$ cat config.mk
export PLATFORM = sky130hd
export DESIGN_NAME = frame_update_scheduler
export DESIGN_NICKNAME = d
export VERILOG_FILES = /design/src/rtl/pong_video_pkg.sv /design/src/rtl/sched_timeout_counter.sv /design/src/rtl/frame_update_scheduler.sv
export SDC_FILE = /design/constraint.sdc
export NUM_CORES = 1
export LEC_CHECK = 0
export ABC_AREA = 1
export BUFFER_PORTS_ARGS = -buffer_cell sky130_fd_sc_hd__clkbuf_2
export CAP_MARGIN = 40
export CORE_MARGIN = 2
export CORE_UTILIZATION = 56
export CTS_CLUSTER_SIZE = 40
export DETAILED_ROUTE_END_ITERATION = 10
export GPL_TIMING_DRIVEN = 0
export PLACE_DENSITY_LB_ADDON = 0.08
export SLEW_MARGIN = 20
export SYNTH_ARGS = -nofsm -noshare
export SYNTH_HDL_FRONTEND = slang
export SYNTH_SLANG_ARGS = --single-unit
$ cat constraint.sdc
create_clock -name clk25 -period 3.99 [get_ports clk25]
set_clock_uncertainty 0.15 [all_clocks]
set_input_delay 0.798 -clock clk25 [delete_from_list [all_inputs] [get_ports clk25]]
set_output_delay 0.798 -clock clk25 [all_outputs]
set_load 0.02 [all_outputs]
$ cat src/rtl/pong_video_pkg.sv
// Video timing constants shared with the video timer, plus the update-scheduler state type.
package pong_video_pkg;

    localparam int H_ACTIVE = 640;
    localparam int H_TOTAL  = 800;
    localparam int V_ACTIVE = 480;
    localparam int V_TOTAL  = 521;

    typedef enum logic [1:0] {
        IDLE  = 2'd0,
        START = 2'd1,
        WAIT  = 2'd2
    } sched_state_t;

endpackage

$ cat src/rtl/sched_timeout_counter.sv
// Per-client watchdog: counts cycles while enabled; expired flags the edge on which
// the count reaches TIMEOUT_CYC.
module sched_timeout_counter #(
    parameter int TIMEOUT_CYC = 4096
) (
    input  logic clk25,
    input  logic Reset,
    input  logic clear,
    input  logic enable,
    output logic expired
);

    localparam int CW = $clog2(TIMEOUT_CYC + 1);
    localparam logic [CW-1:0] LAST_C = CW'(TIMEOUT_CYC - 1);
    localparam logic [CW-1:0] MAX_C  = CW'(TIMEOUT_CYC);

    logic [CW-1:0] count_r;

    // Saturating cycle counter, cleared while a client is being started
    always_ff @(posedge clk25 or posedge Reset) begin
        if (Reset) begin
            count_r <= '0;
        end else if (clear) begin
            count_r <= '0;
        end else if (enable && (count_r != MAX_C)) begin
            count_r <= count_r + CW'(1);
        end else begin
            count_r <= count_r;
        end
    end

    assign expired = enable && (count_r == LAST_C);

endmodule

$ cat src/rtl/frame_update_scheduler.sv
// Issues ordered once-per-frame start strobes to N_CLIENTS update units during vblank.
// Optional build macro FRAME_SKIP_EN: sequences run on the first and then every (SKIP_N+1)th qualifying frame.
module frame_update_scheduler
    import pong_video_pkg::*;
#(
    parameter int N_CLIENTS   = 3,
    parameter int V_ACTIVE    = pong_video_pkg::V_ACTIVE,
    parameter int H_TOTAL     = pong_video_pkg::H_TOTAL,
    parameter int V_TOTAL     = pong_video_pkg::V_TOTAL,
    parameter int TIMEOUT_CYC = 4096,
    parameter int SKIP_N      = 1
) (
    input  logic                 clk25,
    input  logic                 Reset,
    input  logic                 enable,
    input  logic [9:0]           xpos,
    input  logic [9:0]           ypos,
    input  logic [N_CLIENTS-1:0] client_done,
    input  logic                 clr_flags,
    output logic [N_CLIENTS-1:0] client_start,
    output logic                 frame_tick,
    output logic                 busy,
    output logic                 overrun,
    output logic [N_CLIENTS-1:0] timeout_flags,
    output logic [15:0]          frame_count
);

    localparam int IDX_W = (N_CLIENTS > 1) ? $clog2(N_CLIENTS) : 1;
    localparam logic [9:0]           H_LAST_C   = 10'(H_TOTAL - 1);
    localparam logic [9:0]           V_LAST_C   = 10'(V_TOTAL - 1);
    localparam logic [9:0]           V_TRIG_C   = 10'(V_ACTIVE);
    localparam logic [IDX_W-1:0]     IDX_LAST_C = IDX_W'(N_CLIENTS - 1);
    localparam logic [N_CLIENTS-1:0] ONE_C      = N_CLIENTS'(1);
    localparam logic [1:0]           ST_IDLE    = IDLE;
    localparam logic [1:0]           ST_START   = START;
    localparam logic [1:0]           ST_WAIT    = WAIT;

    logic [1:0]           state_r;
    logic [IDX_W-1:0]     idx_r;
    logic [N_CLIENTS-1:0] client_start_r;
    logic                 frame_tick_r;
    logic                 busy_r;
    logic                 overrun_r;
    logic [N_CLIENTS-1:0] timeout_flags_r;
    logic [15:0]          frame_count_r;

    logic                 trig_pos_s;
    logic                 wrap_s;
    logic                 gate_s;
    logic                 trigger_s;
    logic                 abort_s;
    logic                 done_s;
    logic                 expired_s;
    logic                 advance_s;
    logic [N_CLIENTS-1:0] flag_set_s;

    assign trig_pos_s = enable && (xpos == 10'd0) && (ypos == V_TRIG_C);
    assign wrap_s     = (xpos == H_LAST_C) && (ypos == V_LAST_C);
    assign abort_s    = (state_r != ST_IDLE) && wrap_s;
    assign done_s     = client_done[idx_r];
    assign advance_s  = (state_r == ST_WAIT) && !wrap_s && (done_s || expired_s);
    assign trigger_s  = (state_r == ST_IDLE) && trig_pos_s && gate_s;

`ifdef FRAME_SKIP_EN
    localparam int SW = (SKIP_N > 0) ? $clog2(SKIP_N + 1) : 1;
    logic [SW-1:0] skip_r;

    // Counts qualifying frames down to zero; zero means the next one fires
    always_ff @(posedge clk25 or posedge Reset) begin
        if (Reset) begin
            skip_r <= '0;
        end else if ((state_r == ST_IDLE) && trig_pos_s) begin
            skip_r <= (skip_r == '0) ? SW'(SKIP_N) : (skip_r - SW'(1));
        end else begin
            skip_r <= skip_r;
        end
    end

    assign gate_s = (skip_r == '0);
`else
    assign gate_s = 1'b1;
`endif

    sched_timeout_counter #(
        .TIMEOUT_CYC (TIMEOUT_CYC)
    ) u_timeout (
        .clk25   (clk25),
        .Reset   (Reset),
        .clear   (state_r != ST_WAIT),
        .enable  (state_r == ST_WAIT),
        .expired (expired_s)
    );

    // A timeout is only recorded when the client did not answer on that same edge
    always_comb begin
        flag_set_s = '0;
        if (advance_s && !done_s) begin
            flag_set_s = ONE_C << idx_r;
        end else begin
            flag_set_s = '0;
        end
    end

    // Sequencer: strobe, wait for done/timeout, move to next client; frame wrap aborts
    always_ff @(posedge clk25 or posedge Reset) begin
        if (Reset) begin
            state_r        <= ST_IDLE;
            idx_r          <= '0;
            client_start_r <= '0;
            frame_tick_r   <= 1'b0;
            busy_r         <= 1'b0;
            frame_count_r  <= 16'd0;
        end else begin
            client_start_r <= '0;
            frame_tick_r   <= 1'b0;
            if (abort_s) begin
                state_r <= ST_IDLE;
                busy_r  <= 1'b0;
            end else begin
                case (state_r)
                    ST_IDLE: begin
                        if (trigger_s) begin
                            state_r        <= ST_START;
                            idx_r          <= '0;
                            client_start_r <= ONE_C;
                            frame_tick_r   <= 1'b1;
                            busy_r         <= 1'b1;
                            frame_count_r  <= frame_count_r + 16'd1;
                        end else begin
                            state_r <= ST_IDLE;
                        end
                    end
                    ST_START: begin
                        state_r <= ST_WAIT;
                    end
                    ST_WAIT: begin
                        if (advance_s && (idx_r == IDX_LAST_C)) begin
                            state_r <= ST_IDLE;
                            busy_r  <= 1'b0;
                        end else if (advance_s) begin
                            state_r        <= ST_START;
                            idx_r          <= idx_r + IDX_W'(1);
                            client_start_r <= ONE_C << (idx_r + IDX_W'(1));
                        end else begin
                            state_r <= ST_WAIT;
                        end
                    end
                    default: begin
                        state_r <= ST_IDLE;
                        busy_r  <= 1'b0;
                    end
                endcase
            end
        end
    end

    // Sticky status: a set on the same edge as clr_flags wins
    always_ff @(posedge clk25 or posedge Reset) begin
        if (Reset) begin
            overrun_r       <= 1'b0;
            timeout_flags_r <= '0;
        end else begin
            overrun_r       <= (overrun_r & ~clr_flags) | abort_s;
            timeout_flags_r <= (clr_flags ? '0 : timeout_flags_r) | flag_set_s;
        end
    end

    assign client_start  = client_start_r;
    assign frame_tick    = frame_tick_r;
    assign busy          = busy_r;
    assign overrun       = overrun_r;
    assign timeout_flags = timeout_flags_r;
    assign frame_count   = frame_count_r;

endmodule
==> qor.txt, run 1 <==
period utilization: 48.3%
Synth Area in Compound Gates: 6.83%
Num CTS Buffers: 5
final hold violation count: 0
Slew HR: 77.7%
final instance area: 3000 um^2
slowest CP cell: dfrtp_1
RSZ-0062 raised after global routing: no
placeable core area: 4350 um^2
fin nets: 429
Worst path top cell family by delay: flip-flops
grt ovf: 0
root buf cell: clkbuf_8
critical path's largest stage delay: 470 ps
CTS tree: built
clock sinks: 42
largest family of logic cells by synthesized area: simple AND/OR/NAND/NOR gates
XOR/XNOR Fraction of Synth Area: 5.16%
largest net degree at the start of global routing: 31
clock tree buffer depth: 2
Net Count, Synth: 370
Top FF cell, synth: dfrtp_1
filler cell count: 389
CP endpoint kind: primary output
startpoint types: flip-flop
Avg WL per Cell: 11.6 um
Leak Pwr: 0.00153 uW
first-pass GRT wire length: 8890 um
Synth top area share: 41.3%
H-tree levels: 2
worst path required time: 3040 ps
gpl congestion: 0.819
DRC violations left: 0
Synth Area in Adders: 3.93%
final setup fails: 0
die area: 5100 um^2
# IOs: 52
Setup CP Type: reg -> out
Post-synth EDFFs: 0
maximum vdd ir drop: 0.311 mV
Final ANT Viol Nets: 0
Synth Area in Simple Gates: 35.3%
dpl ws: 1780 ps
final setup margin: 2060 ps
average size of a mapped cell: 7.60 um^2
PostCTS Resize Cnt: 0
Rows: 24
Power Dens Cells: 376 nW/um^2
initial antenna violation count: 0
setup_tns: 0 ps
CP cell instances: clkbuf_2
yosys warns: 0
Buffers on Ports: 51
synthesized flop and latch total: 42
dominant cell type by area after synthesis: dfrtp_1
vias in the first global route: 2050
Mapped Area: 2550 um^2
initial drt markers: 113
sequential area share after synthesis: 41.3%
count leader, synth: nand2_1
Max Freq: 519 MHz
multiplexer share of the synthesized area: 0%
final wirelength: 5180 um
Post-DP Area: 2890 um^2
Tmin final: 1930 ps
Reg clk slew, reported paths: 80 ps
Overall Global Routing Usage: 21.9%
arrival time at the worst endpoint: 980 ps
Hold WC Path Type: in -> async
Netlist cell types: 29
ys async rst share: 100%
antenna diode count: 0
DP HPWL: 4040 um
initial core utilization: 58.5%
Buf/Inv on CP: 1
synth cell count leaders: nand2_1, inv_1, nor2_1, dfrtp_1, nand3_1
worst slew pin tran: 333 ps
Clk Latency, worst-skew pair: 290 ps
status: finished clean
CP max FO: 7
Die Wd: 71.4 um
Die Span Y: 71.4 um
Area Growth Syn to Fin: 17.8%
Post-Syn Instances: 335
Via Count: 2231
most area-consuming cells after synthesis: dfrtp_1, nand2_1, inv_1
DRT Pass-1 Iters: 4
# hold bufs at CTS: 0
vias per cell: 5.00
post-CTS setup buffer count: 0
max-slew violation count: 0
max-cap violations: 0
proportion of layout cells with a drive suffix above 1: 22.3%
layout make-up:
cell class | instances | area, um^2 | share of cell area (%)
multi-input combinational | 244 | 1300 | 43.5
sequential | 42 | 1050 | 35.0
timing repair buffer | 52 | 275 | 9.17
inverter | 47 | 176 | 5.88
clock buffer | 6 | 82.6 | 2.75
tap | 52 | 65.1 | 2.17
clock inverter | 1 | 30.0 | 1.00
buffer | 2 | 16.3 | 0.542
per-layer routing:
layer / part of all wire (%) / up-vias / GRT usage, %
met5: 0 / - / 0
met4: 1.1 / 0 / 6.29
met3: 4.3 / 6 / 4.08
met2: 47 / 45 / 36.0
met1: 48 / 1009 / 29.7
li1: - / 1171 / -
logic make-up (layout without fill, tap and decap cells):
logic type	count (synthesis)	after routing
compound gates	30	30
xor+xnor	15	15
fa+ha+maj	8	8
buf+inv	49	108
flops	42	42
simple gates	191	191
worst paths after layout:
path	start	depth (start not counted)	slack, ps	end
max	frame_count[0]	1	2060	frame_count[0]
min	Reset	2	280	u_timeout.count_r[8]
max reg2reg	u_timeout.count_r[1]	9	2260	idx_r[0]
min reg2reg	timeout_flags[0]	2	330	timeout_flags[0]
max in group asynchronous	Reset	3	2960	idx_r[1]
min in group clk25	timeout_flags[0]	2	330	timeout_flags[0]
placed cells by master (no fill, tap or decap), drive strengths merged:
cell / Yosys / final
inv: 46 / 46
xnor2: 9 / 9
xor2: 6 / 6
nand3b: 1 / 1
a41oi: 1 / 1
or2: 1 / 1
a21oi: 10 / 10
nand4: 5 / 5
dfrtp: 42 / 42
clkbuf: 0 / 57
nor2: 54 / 54
clkinv: 1 / 1
nand3: 33 / 33
buf: 2 / 3
o21ai: 17 / 17
ha: 8 / 8
bufinv: 0 / 1
nand2: 86 / 86
nor3: 11 / 11
o21a: 2 / 2
report_power, final:
| part | total (uW) | leakage [uW] | switching, uW | internal (uW) |
|---|---|---|---|---|
| Combinational | 300 | 0.000904 | 204 | 95.6 |
| Clock | 341 | 0.0000573 | 141 | 200 |
| Sequential | 486 | 0.000571 | 26.4 | 459 |
sequential cells by signal, indices dropped and copies added (netlist names):
signal	flops
frame_tick	1
timeout_flags	3
state_r	2
idx_r	2
busy	1
frame_count	16
u_timeout.count_r	13
overrun	1
client_start	3
stage by stage:
step	hold slack (ps)	total power (uW)	utilization [%]	instances
after global placement	310	787	65.9	438
after floorplan	327	713	-	335
final	280	1130	68.9	446
after CTS	284	1140	68.9	446
after global routing	304	1200	68.9	446
after detailed placement	318	796	66.3	439
Power figures use the tool's default switching activity.
==> inputs of run 2 (changes only) <==
--- a/config.mk
+++ b/config.mk
@@ -9,7 +9,7 @@
 export BUFFER_PORTS_ARGS = -buffer_cell sky130_fd_sc_hd__clkbuf_2
 export CAP_MARGIN = 40
 export CORE_MARGIN = 2
-export CORE_UTILIZATION = 56
+export CORE_UTILIZATION = 50
 export CTS_CLUSTER_SIZE = 40
 export DETAILED_ROUTE_END_ITERATION = 10
 export GPL_TIMING_DRIVEN = 0
==> constraint.sdc (replaced) <==
create_clock -name clk25 -period 1.6 [get_ports clk25]
set_clock_uncertainty 0.15 [all_clocks]
set_input_delay 0.32 -clock clk25 [delete_from_list [all_inputs] [get_ports clk25]]
set_output_delay 0.32 -clock clk25 [all_outputs]
set_load 0.02 [all_outputs]
==> run 2 against run 1 <==
Against the previous run: critical path depth is 7 higher; clock power is 150% higher; core utilization is 2.2 points lower; non-clock buffer count is 12 higher; cell count is 6.3% higher; die area is 11% higher; sequential power is 150% higher; setup slack worse by 2000 ps; clock-buffer cell count stayed put; worst hold slack worse by 130 ps; first-iteration DRC count is 44% lower; design area is 7.0% higher; critical path type is now reg -> reg; critical endpoint is now u_timeout.count_r[2]; largest cell class unchanged; largest power group unchanged.
==> qor.txt, run 2 (same netlist as run 1, synthesis figures left out) <==
Leak Pwr: 0.00161 uW (+5.3%)
final setup fails: 0 (unchanged)
clock network fraction of total power: 28.3% (-2.0 points)
arrival time at the worst endpoint: 1630 ps (+650 ps)
CP endpoint kind: flip-flop
switch share: 34.6% (+1.6 points)
final hold violation count: 0 (unchanged)
final instance area: 3210 um^2 (+7.0%)
initial core utilization: 52.9% (-5.6 points)
Die Wd: 75.4 um (+5.5%)
startpoint types: flip-flop
Setup CP Type: reg -> reg
Buffers on Ports: 51 (unchanged)
max-slew violation count: 0 (unchanged)
root buf cell: clkbuf_8
Post-DP Area: 2910 um^2 (+0.65%)
cell-internal power: 1960 uW (+160%)
met3 usage: 4.50% (+0.42 points)
CP max FO: 6 (-1)
Power, Total: 2990 uW (+170%)
Area Growth Syn to Fin: 26.1%
commonest non-fill, non-tap cell in the layout: nand2_1
Power Dens Cells: 931 nW/um^2 (+150%)
vias per cell: 4.89 (-2.2%)
fin nets: 441 (+2.8%)
setup_tns: 0 ps (unchanged)
DP HPWL: 4000 um (-1.0%)
antenna diode count: 0 (unchanged)
Reg area: 1050 um^2 (+0.36%)
Num CTS Buffers: 5 (unchanged)
Avg WL per Cell: 11.2 um (-3.1%)
register share of total power: 40.6% (-2.5 points)
proportion of layout cells with a drive suffix above 1: 28.5% (+6.2 points)
max-cap violations: 0 (unchanged)
period utilization: 98.9%
die area: 5680 um^2 (+11%)
Slew HR: 81.5% (+3.8 points)
H-tree levels: 2 (unchanged)
initial antenna violation count: 0 (unchanged)
Max Freq: 632 MHz
Reg clk slew, reported paths: 80 ps (about the same)
critical path's largest stage delay: 420 ps (-50 ps)
worst path required time: 1650 ps (-1390 ps)
RSZ-0062 raised after global routing: yes
Rows: 25 (+4.2%)
Layout Cells excl Fill: 474 (+6.3%)
status: finished clean
Hold WC Path Type: in -> reg
final wirelength: 5330 um (+3.0%)
most frequent cells in the layout: nand2_1, clkbuf_2, nor2_1, inv_1, dfrtp_1
vias in the first global route: 2023 (-1.3%)
P_sw: 1030 uW (+180%)
Final ANT Viol Nets: 0 (unchanged)
DP Cell Count: 454 (+3.4%)
Overall Global Routing Usage: 20.0% (-1.9 points)
initial drt markers: 63 (-44%)
Core Util, Final: 66.7% (-2.2 points)
busiest grt layer: met2
gpl congestion: 0.821 (+0.28%)
met1 Use GR: 26.2% (-3.5 points)
maximum vdd ir drop: 0.521 mV (+67%)
Clk Latency, worst-skew pair: 300 ps (about the same)
Die Span Y: 75.4 um (+5.5%)
placeable core area: 4820 um^2 (+11%)
slowest CP cell: dfrtp_1
CP cell instances: buf_6, inv_1, ha_1, nand3_1, nor3_4, o21ai_0, nand3_1, inv_1
filler cell count: 467 (+20%)
DRC violations left: 0 (unchanged)
largest net degree at the start of global routing: 34 (+9.7%)
first-pass GRT wire length: 8720 um (-1.9%)
Tmin final: 1580 ps
clock tree buffer depth: 2 (unchanged)
DRT Pass-1 Iters: 4 (unchanged)
Comb pwr share: 31.0% (+4.4 points)
# IOs: 52 (unchanged)
Via Count: 2318 (+3.9%)
worst slew pin tran: 277 ps (-55.9 ps)
CTS tree: built
grt ovf: 0 (unchanged)
met2 Use GR: 33.1% (-2.9 points)
clock sinks: 42 (unchanged)
Multi-input gate area: 1390 um^2 (+6.8%)
Largest register FFs: 16 (unchanged)
==> run 2: cell type report <==
| type | count | share of cell area (%) |
|---|---|---|
| buffer | 2 | 0.506 |
| clock buffer | 6 | 2.26 |
| clock inverter | 2 | 1.17 |
| inverter | 47 | 5.57 |
| multi-input combinational | 244 | 43.4 |
| sequential | 42 | 32.8 |
| tap | 67 | 2.61 |
| timing repair buffer | 64 | 11.7 |
==> run 2: path summary, 6_finish.rpt <==
check                                     start                    to  slack (ps)  cells past startpoint
max                        u_timeout.count_r[1]  u_timeout.count_r[2]          20                      8
min reg2reg                    timeout_flags[1]      timeout_flags[1]         330                      2
min                                   clr_flags      timeout_flags[1]         150                      4
min in group asynchronous                 Reset       frame_count[15]         310                      3
max reg2reg                u_timeout.count_r[1]  u_timeout.count_r[2]          20                      8
max in group asynchronous                 Reset        frame_count[4]         540                      4
==> run 2: worst max-delay path, delay by kind of cell (launching register included) <==
kind / cells / cell delay, ps
adder cells (fa/ha/maj): 1 / 140
buffers and inverters: 3 / 230
flip-flops: 1 / 420
AO/OA/AOI/OAI: 1 / 120
AND/OR/NAND/NOR: 3 / 420
==> run 2: power groups by stage <==
stage	registers, uW	logic, uW	clock network [uW]
floorplan	1260	520	0
global placement	1230	735	0
detailed placement	1230	753	0
CTS	1210	815	864
global route	1230	1050	900
finish	1210	928	846
==> run 2: per-layer routing <==
layer,vias to the layer above,share of wire (%),wire length [um]
met3,6,3.9,208
met5,-,0,0
li1,1206,-,-
met1,1062,47,2520
met4,0,1.0,55
met2,44,48,2540
==> run 2: timing repair <==
item,4_1_cts,5_1_grt
hold endpoints to repair,9,0
pin swaps,8,6
hold buffers,1,0
endpoints found under the setup margin,12,26
gates resized for setup,11,18
buffers inserted,4,7
==> run 2: through the flow <==
stage	hold slack (ps)	worst slack, ps
2_1_floorplan	327	43.6
3_3_place_gp	310	-394
3_5_place_dp	87.8	-127
4_1_cts	150	-23.9
5_1_grt	174	-125
6_report	148	18.1
